==> config.mk <==
export PLATFORM = sky130hd
export DESIGN_NAME = abus_cycle_capture
export DESIGN_NICKNAME = d
export VERILOG_FILES = /design/src/rtl/abus_pkg.sv /design/src/rtl/abus_sync.sv /design/src/rtl/abus_cycle_capture.sv
export SDC_FILE = /design/constraint.sdc
export NUM_CORES = 1
export LEC_CHECK = 0
export BUFFER_PORTS_ARGS = -buffer_cell sky130_fd_sc_hd__buf_2
export CAP_MARGIN = 20
export CORE_AREA = 2 2 88 90
export CTS_BUF_LIST = sky130_fd_sc_hd__clkbuf_8
export CTS_CLUSTER_DIAMETER = 60
export CTS_CLUSTER_SIZE = 25
export DETAILED_ROUTE_END_ITERATION = 8
export DIE_AREA = 0 0 90 92
export PLACE_DENSITY = 0.87
export SLEW_MARGIN = 10
export SYNTH_ARGS = -nofsm -noshare
export SYNTH_HDL_FRONTEND = slang
export SYNTH_SLANG_ARGS = --single-unit
==> constraint.sdc <==
create_clock -name clock -period 3.31 [get_ports clock]
set_clock_uncertainty 0.1 [all_clocks]
set_input_delay 0.662 -clock clock [delete_from_list [all_inputs] [get_ports clock]]
set_output_delay 0.662 -clock clock [all_outputs]
set_load 0.005 [all_outputs]
==> src/rtl/abus_pkg.sv <==
// Shared A-bus definitions: capture FSM state encoding, default timing
// parameters and the fill value driven when a read response never arrives.
package abus_pkg;

    localparam int          ABUS_SYNC_STAGES    = 2;
    localparam int          ABUS_SETTLE_CYCLES  = 2;
    localparam int          ABUS_TIMEOUT_CYCLES = 255;
    localparam logic [15:0] ABUS_FILL_DATA      = 16'hFFFF;

    typedef enum logic [2:0] {
        IDLE      = 3'd0,
        SETTLE    = 3'd1,
        REQUEST   = 3'd2,
        WAIT_DATA = 3'd3,
        DRIVE     = 3'd4,
        RELEASE   = 3'd5
    } abus_state_e;

endpackage

==> src/rtl/abus_sync.sv <==
// Multi-flop synchronizer bank for asynchronous A-bus control inputs.
// Ports: clock, reset (async, active-high, flops reset to all ones),
// d (async input), q (synchronized output, DEPTH cycles later).
module abus_sync #(
    parameter int WIDTH = 1,
    parameter int DEPTH = 2
) (
    input  logic             clock,
    input  logic             reset,
    input  logic [WIDTH-1:0] d,
    output logic [WIDTH-1:0] q
);

    logic [DEPTH-1:0][WIDTH-1:0] stage;

    always_ff @(posedge clock or posedge reset) begin
        if (reset) begin
            stage <= '1;
        end else begin
            stage <= {stage[DEPTH-2:0], d};
        end
    end

    assign q = stage[DEPTH-1];

endmodule

==> src/rtl/abus_cycle_capture.sv <==
// Saturn A-bus cycle capture: synchronizes bus strobes, issues exactly one
// bridge request per bus cycle and drives read data back onto the pads.
// Ports: clock/reset; abus_* pad side; req_*/rsp_* SDRAM bridge side.
module abus_cycle_capture
    import abus_pkg::*;
#(
    parameter int SYNC_STAGES    = ABUS_SYNC_STAGES,
    parameter int SETTLE_CYCLES  = ABUS_SETTLE_CYCLES,
    parameter int TIMEOUT_CYCLES = ABUS_TIMEOUT_CYCLES
) (
    input  logic        clock,
    input  logic        reset,
    input  logic [24:0] abus_address,
    input  logic [2:0]  abus_chipselect,
    input  logic        abus_read,
    input  logic [1:0]  abus_writebyteenable_n,
    input  logic [15:0] abus_data_in,
    output logic [15:0] abus_data_out,
    output logic        abus_direction,
    output logic        req_valid,
    input  logic        req_ready,
    output logic        req_write,
    output logic [24:0] req_address,
    output logic        req_cs1,
    output logic [1:0]  req_byteenable,
    output logic [15:0] req_writedata,
    input  logic        rsp_valid,
    input  logic [15:0] rsp_readdata
);

    localparam int SW = (SETTLE_CYCLES > 1) ? $clog2(SETTLE_CYCLES) : 1;
    localparam int TW = (TIMEOUT_CYCLES > 1) ? $clog2(TIMEOUT_CYCLES) : 1;
    localparam int BW = $clog2(SYNC_STAGES + 2);

    abus_state_e state, next_state;

    logic [4:0]    sync_in, sync_out;
    logic [1:0]    s_cs;
    logic          s_rd;
    logic [1:0]    s_wbe_n;
    logic          unused_cs2;

    logic [SW-1:0] settle_cnt;
    logic [TW-1:0] timeout_cnt;
    logic [BW-1:0] boot_cnt;
    logic          aborted;

    logic rd_low, wr_low, cs_low, access, released, bus_idle;
    logic boot_check, boot_done, timeout_hit, latch_en;

    assign unused_cs2 = abus_chipselect[2];
    assign sync_in    = {abus_writebyteenable_n, abus_read,
                         abus_chipselect[1:0]};

    abus_sync #(
        .WIDTH(5),
        .DEPTH(SYNC_STAGES)
    ) u_sync (
        .clock(clock),
        .reset(reset),
        .d    (sync_in),
        .q    (sync_out)
    );

    assign s_cs    = sync_out[1:0];
    assign s_rd    = sync_out[2];
    assign s_wbe_n = sync_out[4:3];

    assign rd_low   = ~s_rd;
    assign wr_low   = ~&s_wbe_n;
    assign cs_low   = ~&s_cs;
    assign access   = cs_low & (rd_low | wr_low);
    // the latched window's select or the read strobe going high ends a read
    assign released = s_rd | s_cs[req_cs1];
    assign bus_idle = (&s_cs) & s_rd & (&s_wbe_n);

    // synchronizers hold their reset value for SYNC_STAGES cycles; the
    // first trustworthy sample decides whether a cycle was already running
    assign boot_check  = (boot_cnt == BW'(SYNC_STAGES));
    assign boot_done   = (boot_cnt == BW'(SYNC_STAGES + 1));
    assign timeout_hit = (timeout_cnt == TW'(TIMEOUT_CYCLES - 1));

    always_comb begin
        next_state = state;
        latch_en   = 1'b0;
        unique case (state)
            IDLE: begin
                if (boot_check) begin
                    if (rd_low | wr_low) next_state = RELEASE;
                end else if (boot_done && access) begin
                    next_state = SETTLE;
                end
            end
            SETTLE: begin
                if (!access) begin
                    next_state = IDLE;
                end else if (settle_cnt == '0) begin
                    next_state = REQUEST;
                    latch_en   = 1'b1;
                end
            end
            REQUEST: begin
                if (req_ready) next_state = req_write ? RELEASE : WAIT_DATA;
            end
            WAIT_DATA: begin
                if (rsp_valid || timeout_hit)
                    next_state = (aborted || released) ? RELEASE : DRIVE;
            end
            DRIVE: begin
                if (released) next_state = RELEASE;
            end
            RELEASE: begin
                if (bus_idle) next_state = IDLE;
            end
            default: next_state = IDLE;
        endcase
    end

    always_ff @(posedge clock or posedge reset) begin
        if (reset) begin
            state          <= IDLE;
            settle_cnt     <= '0;
            timeout_cnt    <= '0;
            boot_cnt       <= '0;
            aborted        <= 1'b0;
            req_valid      <= 1'b0;
            abus_direction <= 1'b0;
            abus_data_out  <= '0;
            req_write      <= 1'b0;
            req_address    <= '0;
            req_cs1        <= 1'b0;
            req_byteenable <= '0;
            req_writedata  <= '0;
        end else begin
            state          <= next_state;
            req_valid      <= (next_state == REQUEST);
            abus_direction <= (next_state == DRIVE);

            if (!boot_done) boot_cnt <= boot_cnt + BW'(1);

            if (state == IDLE && next_state == SETTLE)
                settle_cnt <= SW'(SETTLE_CYCLES - 1);
            else if (state == SETTLE && settle_cnt != '0)
                settle_cnt <= settle_cnt - SW'(1);

            if (state == WAIT_DATA) timeout_cnt <= timeout_cnt + TW'(1);
            else                    timeout_cnt <= '0;

            // a read given up mid-wait still consumes its response
            aborted <= (state == WAIT_DATA) && (aborted || released);

            if (latch_en) begin
                req_address    <= abus_address;
                req_cs1        <= s_cs[0];
                req_write      <= wr_low;
                req_byteenable <= wr_low ? ~s_wbe_n : 2'b11;
                if (wr_low) req_writedata <= abus_data_in;
            end

            if (state == WAIT_DATA && next_state == DRIVE)
                abus_data_out <= rsp_valid ? rsp_readdata : ABUS_FILL_DATA;
        end
    end

endmodule

==> results_dict.tcl, run 1 <==
set metrics [dict create \
    worst-slew-pin-transition_ns 0.727 \
    timing.setup.tns_ns 0 \
    wire_length_per_cell_after_detailed_routing_um 14.2 \
    postSynthNetCount 325 \
    drc_errors 0 \
    ys_ff_latch 88 \
    synth_most_common_cell "dfrtp_1" \
    grt_first_pass_wirelength_um 11300 \
    period_share_pct 63.9 \
    synth_cells 254 \
    synth_edf_count 0 \
    netlist.area_leader.share_pct 54.1 \
    synth_cell_type_count 44 \
    cts_resized 0 \
    synth-main-ff-cell "dfrtp_1" \
    detail_route.vias_per_cell 4.94 \
    reg2regPathDepth 4 \
    pin_count 130 \
    syn-cell-area_um2 3610 \
    leakage_uw 0.00221 \
    wl_um 7000 \
    post_synth_most_frequent_cells "dfrtp_1, mux2_2, nand2b_1" \
    fin_worst_hold_slack_ns 0.256 \
    cts.sinks 88 \
    maxSlewViolCount 0 \
    netlist_top_cells_area "dfrtp_1, mux2_2, dfstp_2, mux2_4, nand2b_1" \
    count_of_nets_after_finishing 458 \
    cts.hold.buffers_added 0 \
    whs_endpoint "u_sync.q[4]$_DFF_PP1_" \
    dieHeight_um 92 \
    die_width_um 90 \
    dpl_hpwl_um 5080 \
    ys_seq_area_share_pct 61.4 \
    max-slew-margin-rel_pct 51.5 \
    synthToLayoutAreaGrowth_pct 25.7 \
    number_of_global_route_vias_before_repair 2604 \
    dieArea_um2 8280 \
    fmaxAchievable_ghz 0.473 \
    run_status "completed" \
    worstSetupPathType "flop to flop" \
    hold_path.class "flop to flop" \
    rows 32 \
    post_synth.cell_area_avg_um2 14.2 \
    critical_path.endpoint_type "flop" \
    cts_tree "built" \
    deepest_clock_path_buffer_count 2 \
    grt_max_degree 47 \
    worstHoldStart "u_sync.stage[4]$_DFF_PP1_" \
    place_congestion 0.789 \
    post_route_cells_drive_above_1_share_pct 57.9 \
    final-hold-violation-count 0 \
    total_number_of_h_tree_levels 3 \
    worstPathRequired_ns 3.44 \
    timing.max_cap.violations 0 \
    setup_viol_count_final 0 \
    worst_path_dominant_cell_family "flip-flops" \
    cpMaxStageDelayCell "dfstp_2" \
    worst_path_largest_cell_delay_ns 0.57 \
    clock-root-buffer "clkbuf_8" \
    cts-buffers-inserted 9 \
    global_route.overflow_total 0 \
    portBuffers 128 \
    grt_usage_pct 16.9 \
    antenna_violations_before_repair 0 \
    clk_latency_ns 0.35 \
    drt-initial-drc-count 92 \
    timing.rr.start "u_sync.q[2]$_DFF_PP1_" \
    grt_setup_unrepaired "false" \
    start_util_pct 48.4 \
    reg2reg_setup_slack_ns 1.20 \
    finish.instance_area_um2 4530 \
    power-per-cell-area_nw_per_um2 824 \
    ant_nets 0 \
    worst-endpoint-arrival_ns 2.24 \
    finalCriticalPeriod_ns 2.11 \
    ys_async_sr_fraction_pct 100 \
    fp.coreArea_um2 7450 \
    post-cts-setup-buffer-count 0 \
    synth.yosys.warnings 0 \
    num_antenna_cells 0 \
    cp_cell_instances "nand3_1, nand4_1, buf_4, mux2_2" \
    whs_path_depth 0 \
    final_util_pct 60.9 \
    clk_transition_reported_paths_ns 0.09 \
    critical_path.reg2reg.endpoint "req_address[22]$_DFFE_PP0P_" \
    drtPass1Iterations 4 \
    crit_fanout 26 \
    worstSetupStartpointType "flop" \
    logic_depth_of_the_worst_setup_path_including_buffers 4 \
    synth.largest_area_cell "dfrtp_1" \
    ir_drop_uv 460 \
    detailed_place.area_um2 4350 \
    num_vias 2439 \
    cp_num_buf_inv 1 \
]
-- cell type report --
| class | instances | area, um2 |
|---|---|---|
| Tap cell | 102 | 128 |
| Timing Repair Buffer | 131 | 676 |
| Inverter | 7 | 27.5 |
| Sequential cell | 88 | 2210 |
| Multi-Input combinational cell | 150 | 1300 |
| Clock buffer | 10 | 138 |
| Fill cell | 620 | 2910 |
| Clock inverter | 6 | 51.3 |
-- worst register-to-register path, cell delays in order, from the launching register on --
cell and delay, ns:
dfstp_2 0.57, nand3_1 0.17, nand4_1 0.37, buf_4 0.39
mux2_2 0.39
-- layout by cell type, fill, tap and decap left out, drive strengths merged, types with 3 or more instances in the layout --
cell type	netlist	final
buf	7	131
dfrtp	78	78
mux2	60	60
nand2b	16	16
nand2	14	14
clkbuf	2	10
dfstp	10	10
nor2	9	9
inv	7	9
nand3	5	5
o21ai	5	5
a21oi	4	4
ha	4	4
clkinv	0	4
nor2b	3	3
xor2	3	3
-- sequential cells by signal, summed over array words and instances (netlist names), 2 cells and up --
| signal | flops |
|---|---|
| req_address | 25 |
| abus_data_out | 16 |
| req_writedata | 16 |
| timeout_cnt | 8 |
| u_sync.q | 5 |
| u_sync.stage | 5 |
| state | 3 |
| boot_cnt | 2 |
| req_byteenable | 2 |
-- worst max-delay path by stage --
stage	startpoint	endpoint	slack, ns
2_1_floorplan	reset	aborted$_DFF_PP0_	0.29
3_3_place_gp	u_sync.q[2]$_DFF_PP1_	req_address[14]$_DFFE_PP0P_	1.23
3_5_place_dp	u_sync.q[2]$_DFF_PP1_	req_address[22]$_DFFE_PP0P_	1.20
4_1_cts	u_sync.q[2]$_DFF_PP1_	req_address[22]$_DFFE_PP0P_	1.19
5_1_grt	u_sync.q[4]$_DFF_PP1_	req_address[15]$_DFFE_PP0P_	1.07
6_report	u_sync.q[2]$_DFF_PP1_	req_address[22]$_DFFE_PP0P_	1.20
-- per-stage QoR --
stage	power (uW)	setup slack, ns	std cells
finish	3740	1.20	494
CTS	3780	1.19	494
floorplan	2490	0.286	254
detailed placement	3070	1.20	478
global route	3970	1.07	494
global placement	2990	1.23	478
-- where the power goes --
part	switching [uW]	internal, uW
sequential	234	1510
clock	394	305
combinational	531	766
total	1160	2580
-- metal layers --
layer | vias to the layer above | part of all wire [%] | GRT usage (%) | wire length, um
li1 | 1145 | - | - | -
met5 | - | 0 | 0 | 0
met3 | 14 | 6.0 | 4.03 | 418
met1 | 1183 | 42 | 20.0 | 2930
met2 | 97 | 50 | 29.5 | 3530
met4 | 0 | 1.8 | 7.18 | 124
-- cell families after synthesis --
family / Yosys count / synth area share (%)
flip-flops: 88 / 61.4
buffers and inverters: 16 / 2.57
multiplexers: 61 / 20.2
adder cells (fa/ha/maj): 4 / 1.39
XOR/XNOR: 5 / 1.21
AO/OA/AOI/OAI: 20 / 4.02
AND/OR/NAND/NOR: 60 / 9.26
Note: power is estimated with default switching activity, not from simulation.
==> inputs of run 2 (changes only) <==
- CORE_AREA: 2 2 88 90 -> 2 2 92 94
- DIE_AREA: 0 0 90 92 -> 0 0 94 96
- PLACE_DENSITY: 0.87 -> 0.83
- clock period: 3.31 -> 1.9 ns (I/O delays scaled with it)
==> run 2 against run 1 <==
  * Sequential power up 74%
  * Total power up 76%
  * Worst hold slack got worse by 0.23 ns
  * Clock power grew 63%
  * Non-clock buffer count rose by 12
  * Sequential cell count unchanged
  * Combinational power increased by 85%
  * Die area up 9.0%
  * Critical endpoint is now abus_data_out[2]$_DFFE_PP0P_
==> results_dict.tcl, run 2 (synthesis results as in run 1) <==
set metrics [dict create \
    detailed_place.area_um2 4440 \
    wl_um 7460 \
    synthToLayoutAreaGrowth_pct 30.0 \
    hold_path.class "input pin to flop" \
    crit_fanout 8 \
    final-hold-violation-count 0 \
    pin_count 130 \
    num_antenna_cells 0 \
    detail_route.vias_per_cell 4.86 \
    dieHeight_um 96 \
    worstSetupStartpointType "flop" \
    fp.coreArea_um2 8050 \
    period_share_pct 99.1 \
    start_util_pct 44.8 \
    whs_endpoint "u_sync.stage[1]$_DFF_PP1_" \
    layout_top_registers "req_address: 25 flops, abus_data_out: 16 flops, req_writedata: 16 flops" \
    design_power_total_uw 6560 \
    mostFrequentLayoutCell "buf_2" \
    cts-buffers-inserted 9 \
    grt_usage_pct 16.4 \
    number_of_global_route_vias_before_repair 2509 \
    maxSlewViolCount 0 \
    dpl_hpwl_um 5360 \
    clk_transition_reported_paths_ns 0.09 \
    cts.sinks 88 \
    leakage_uw 0.00227 \
    finish.instance_area_um2 4690 \
    post_route_cells_drive_above_1_share_pct 59.7 \
    deepest_clock_path_buffer_count 2 \
    finalCriticalPeriod_ns 1.88 \
    whs_path_depth 1 \
    ant_nets 0 \
    reg2reg_setup_slack_ns 0.02 \
    global_route.overflow_total 0 \
    drt-initial-drc-count 174 \
    worstSetupPathType "flop to flop" \
    die_width_um 94 \
    cts_tree "built" \
    most-common-layout-cells "buf_2, dfrtp_1, mux2_2" \
    num_vias 2475 \
    run_status "completed" \
    fmaxAchievable_ghz 0.531 \
    wire_length_per_cell_after_detailed_routing_um 14.7 \
    ir_drop_uv 755 \
    setup_viol_count_final 0 \
    grt_setup_unrepaired "true" \
    clk_latency_ns 0.35 \
    max-slew-margin-rel_pct 66.3 \
    worst-slew-pin-transition_ns 0.505 \
    drtPass1Iterations 4 \
    worstHoldStart "abus_chipselect[1]" \
    critical_path.endpoint_type "flop" \
    final_util_pct 58.2 \
    portBuffers 128 \
    grt_first_pass_wirelength_um 11500 \
    worstPathRequired_ns 2.03 \
    reg2regPathDepth 6 \
    crit_start "timeout_cnt[1]$_DFF_PP0_" \
    power-per-cell-area_nw_per_um2 1400 \
    clock-root-buffer "clkbuf_8" \
    grt_max_degree 47 \
    filler_cell_count 677 \
    worst-endpoint-arrival_ns 2.01 \
    count_of_nets_after_finishing 470 \
    largest_register_ff_count 25 \
    critical_path.reg2reg.endpoint "abus_data_out[2]$_DFFE_PP0P_" \
    dieArea_um2 9020 \
    timing.max_cap.violations 0 \
    place_congestion 0.844 \
    total_number_of_h_tree_levels 3 \
    rows 33 \
    drc_errors 0 \
    timing.rr.start "timeout_cnt[1]$_DFF_PP0_" \
    antenna_violations_before_repair 0 \
    regMostFlops "req_address" \
]
==> run 2: changes by cell type in the layout (fill, tap and decap cells not counted), sizes merged <==
| cell | delta |
|---|---|
| inv | +1 |
| dlygate4sd3 | +1 |
| clkinv | -4 |
| buf | +10 |
| clkinvlp | +4 |
==> run 2: repair_timing <==
action	CTS	global route
setup endpoints to repair	6	18
resized for setup	1	6
cloned	0	1
hold buffers	1	0
hold endpoints to repair	13	0
buffers inserted	0	2
pin swaps	1	2
==> run 2: layer usage <==
layer	vias to the layer above	global-route usage, %	wire length, um
li1	1170	-	-
met5	-	0	0
met2	89	28.3	3910
met3	4	5.01	456
met4	0	5.19	50
met1	1212	19.9	3040
==> run 2: final cells by class <==
class | instances | area [um2] | area share [%]
clock inverter | 7 | 47.5 | 1.01
sequential | 88 | 2210 | 47.2
inverter | 7 | 30.0 | 0.640
clock buffer | 9 | 124 | 2.64
multi-input combinational | 150 | 1330 | 28.4
tap | 105 | 131 | 2.80
timing repair buffer | 143 | 811 | 17.3
==> run 2: critical path, cell delays in order (launching register included) <==
cell and delay, ns:
dfrtp_1 0.41, ha_2 0.19, and3_4 0.17, and2_4 0.13, o2111a_2 0.30, clkbuf_16 0.18, mux2_4 0.29
==> run 2: power by group <==
group	total, uW	switching (uW)	internal [uW]
Sequential	3020	390	2630
Combinational	2410	977	1430
Clock	1140	665	475
Total	6560	2030	4530
==> run 2: worst max path at each step <==
stage,to,slack (ns),cells past startpoint
finish,abus_data_out[2]$_DFFE_PP0P_,0.02,6
global route,abus_data_out[15]$_DFFE_PP0P_,-0.05,7
CTS,abus_data_out[14]$_DFFE_PP0P_,0.003,7
detailed placement,abus_data_out[10]$_DFFE_PP0P_,-0.006,5
global placement,abus_data_out[11]$_DFFE_PP0P_,0.04,5
floorplan,abus_data_out[0]$_DFFE_PP0P_,0.002,8
==> run 2: through the flow <==
step / TNS [ns] / hold slack, ns / instances / setup WS (ns)
global placement: 0 / 0.245 / 489 / 0.0414
global route: -0.531 / 0.00190 / 509 / -0.0475
detailed placement: -0.00977 / 0.247 / 489 / -0.00584
floorplan: 0 / 0.245 / 254 / 0.00233
finish: 0 / 0.0266 / 509 / 0.0173
CTS: 0 / 0.00548 / 506 / 0.00259
==> inputs of run 3 (changes only) <==
- CORE_AREA: 2 2 92 94 -> 2 2 88 98
- DIE_AREA: 0 0 94 96 -> 0 0 90 100
- PLACE_DENSITY: 0.83 -> 0.84
==> run 3 against run 2 <==
  * The flow now finishes with violations (negative hold slack)
  * Maximum frequency up 0.13%
  * Setup slack better by 0.0025 ns
  * Global-route usage decreased by 0.19 points
==> results_dict.tcl, run 3 (synthesis results as in run 1) <==
set metrics [dict create \
    run_status "complete, but fails checks" \
    violations_in_the_final_reports "negative hold slack" \
    cp_cell_instances "inv_1, ha_2, and3_4, and2_4, o2111a_2, clkbuf_16, mux2_4" \
    crit_fanout 8 \
    critical_path.endpoint_type "flop" \
    synthToLayoutAreaGrowth_pct 31.1 \
    placed_cells_incl_taps 496 \
    antenna_violations_before_repair 0 \
    crit_start "timeout_cnt[0]$_DFF_PP0_" \
    reg2reg_setup_slack_ns 0.02 \
    timing.max_cap.violations 0 \
    num_vias 2529 \
    hold_path.class "input pin to asynchronous set/reset pin" \
    cp_num_buf_inv 2 \
    worst-slew-pin-transition_ns 0.559 \
    dieHeight_um 100 \
    ir_drop_uv 873 \
    finalCriticalPeriod_ns 1.88 \
    maxSlewViolCount 0 \
    number_of_global_route_vias_before_repair 2580 \
    die_width_um 90 \
    most-common-layout-cells "buf_2, dfrtp_1, mux2_2" \
    post_route_cells_drive_above_1_share_pct 60.4 \
    worstPathRequired_ns 2.04 \
    grtUsageMet1_pct 18.6 \
    worst_path_dominant_cell_family "flip-flops" \
    leakage_uw 0.00229 \
    power-per-cell-area_nw_per_um2 1400 \
    fmaxAchievable_ghz 0.532 \
    pin_count 130 \
    timing.rr.start "timeout_cnt[0]$_DFF_PP0_" \
    cpMaxStageDelayCell "dfrtp_1" \
    total_number_of_h_tree_levels 3 \
    grt_setup_unrepaired "true" \
    fp.coreArea_um2 8150 \
    setup_viol_count_final 0 \
    setup_slack_ns 0.0198 \
    fin_cells 518 \
    num_antenna_cells 0 \
    grt_usage_pct 16.3 \
    wire_length_per_cell_after_detailed_routing_um 14.5 \
    global_route.overflow_total 0 \
    dieArea_um2 9000 \
    drc_errors 0 \
    count_of_nets_after_finishing 473 \
    grt_max_degree 31 \
    rows 35 \
    capture_point_of_the_worst_path "abus_data_out[3]$_DFFE_PP0P_" \
    deepest_clock_path_buffer_count 2 \
    critical_path.reg2reg.endpoint "abus_data_out[3]$_DFFE_PP0P_" \
    final-hold-violation-count 11 \
    layout_top_registers "req_address: 25 flops, abus_data_out: 16 flops, req_writedata: 16 flops" \
    drtPass1Iterations 4 \
    start_util_pct 44.3 \
    drt-initial-drc-count 84 \
    period_share_pct 99.0 \
    wl_um 7510 \
    gr-usage-met2_pct 29.9 \
    detail_route.vias_per_cell 4.88 \
    place_congestion 0.855 \
    cts.sinks 88 \
    cts-buffers-inserted 9 \
    worstSetupStartpointType "flop" \
    grtUsageMet3_pct 3.83 \
    logic_depth_of_the_worst_setup_path_including_buffers 7 \
    clk_latency_ns 0.34 \
    filler_cell_count 684 \
    worst-endpoint-arrival_ns 2.02 \
    max-slew-margin-rel_pct 62.6 \
    reg2regPathDepth 7 \
    mostFrequentLayoutCell "buf_2" \
    largest_register_ff_count 25 \
    grt_first_pass_wirelength_um 11800 \
    place_worst_setup_slack_ns 0.0112 \
    fin_worst_hold_slack_ns -0.00438 \
    cts.hold.buffers_added 0 \
    portBuffers 128 \
    cts_tree "built" \
    dpl_hpwl_um 5460 \
    regMostFlops "req_address" \
    worstSetupPathType "flop to flop" \
    gr-max-usage-layer "met2" \
    worst_path_largest_cell_delay_ns 0.38 \
    ant_nets 0 \
    clock-root-buffer "clkbuf_8" \
    clk_transition_reported_paths_ns 0.09 \
]
run 3: cell types whose count changed in the layout (fill, tap and decap cells not counted), moves of 2 or more:
cell / before / now
clkinvlp_4: 4 / 2
clkinv_2: 0 / 2
inv_1: 7 / 5
buf_4: 10 / 14
run 3: per-stage QoR:
stage               util [%]  power [uW]  instance area [um2]  TNS (ns)
finish                  58.1        6620                 4730         0
CTS                     56.9        6630                 4640         0
detailed placement      54.7        5440                 4450         0
global route            58.1        7080                 4730    -0.278
global placement        54.7        5300                 4450         0
floorplan                  -        4350                 3610         0
run 3: final cells by class:
class / instances / area [um2] / area share, %
flip-flops and latches: 88 / 2210 / 46.8
multi-input cells: 150 / 1340 / 28.3
repair buffers: 146 / 831 / 17.6
well taps: 111 / 139 / 2.94
clock buffers: 9 / 124 / 2.62
clock inverters: 7 / 52.6 / 1.11
inverters: 7 / 30.0 / 0.635
run 3: worst min-delay path by stage:
stage / endpoint / start / cells after the start / slack, ns
4_1_cts: req_address[11]$_DFFE_PP0P_ / reset / 2 / 0.004
5_1_grt: u_sync.stage[0]$_DFF_PP1_ / abus_chipselect[0] / 1 / 0.00002
2_1_floorplan: u_sync.q[0]$_DFF_PP1_ / u_sync.stage[0]$_DFF_PP1_ / 0 / 0.25
6_report: req_address[9]$_DFFE_PP0P_ / reset / 2 / -0.004
3_5_place_dp: u_sync.q[4]$_DFF_PP1_ / u_sync.stage[4]$_DFF_PP1_ / 0 / 0.25
3_3_place_gp: u_sync.q[4]$_DFF_PP1_ / u_sync.stage[4]$_DFF_PP1_ / 0 / 0.25
run 3: where the power goes:
group          switching (uW)  internal (uW)  total [uW]
logic                     981           1450        2440
registers                 388           2630        3010
clock network             680            487        1170
total                    2050           4570        6620
run 3: layer usage:
metal	part of all wire, %	vias up	routed length, um
li1	-	1176	-
met1	40	1255	2980
met2	54	87	4040
met3	5.4	11	407
met4	1.1	0	84
met5	0	-	0
run 3: repair_timing:
action	in CTS	in global routing
cloned	0	1
endpoints found under the hold margin	0	0
pin swaps	0	2
setup buffers	0	5
setup endpoints to repair	16	17
resized for setup	1	7
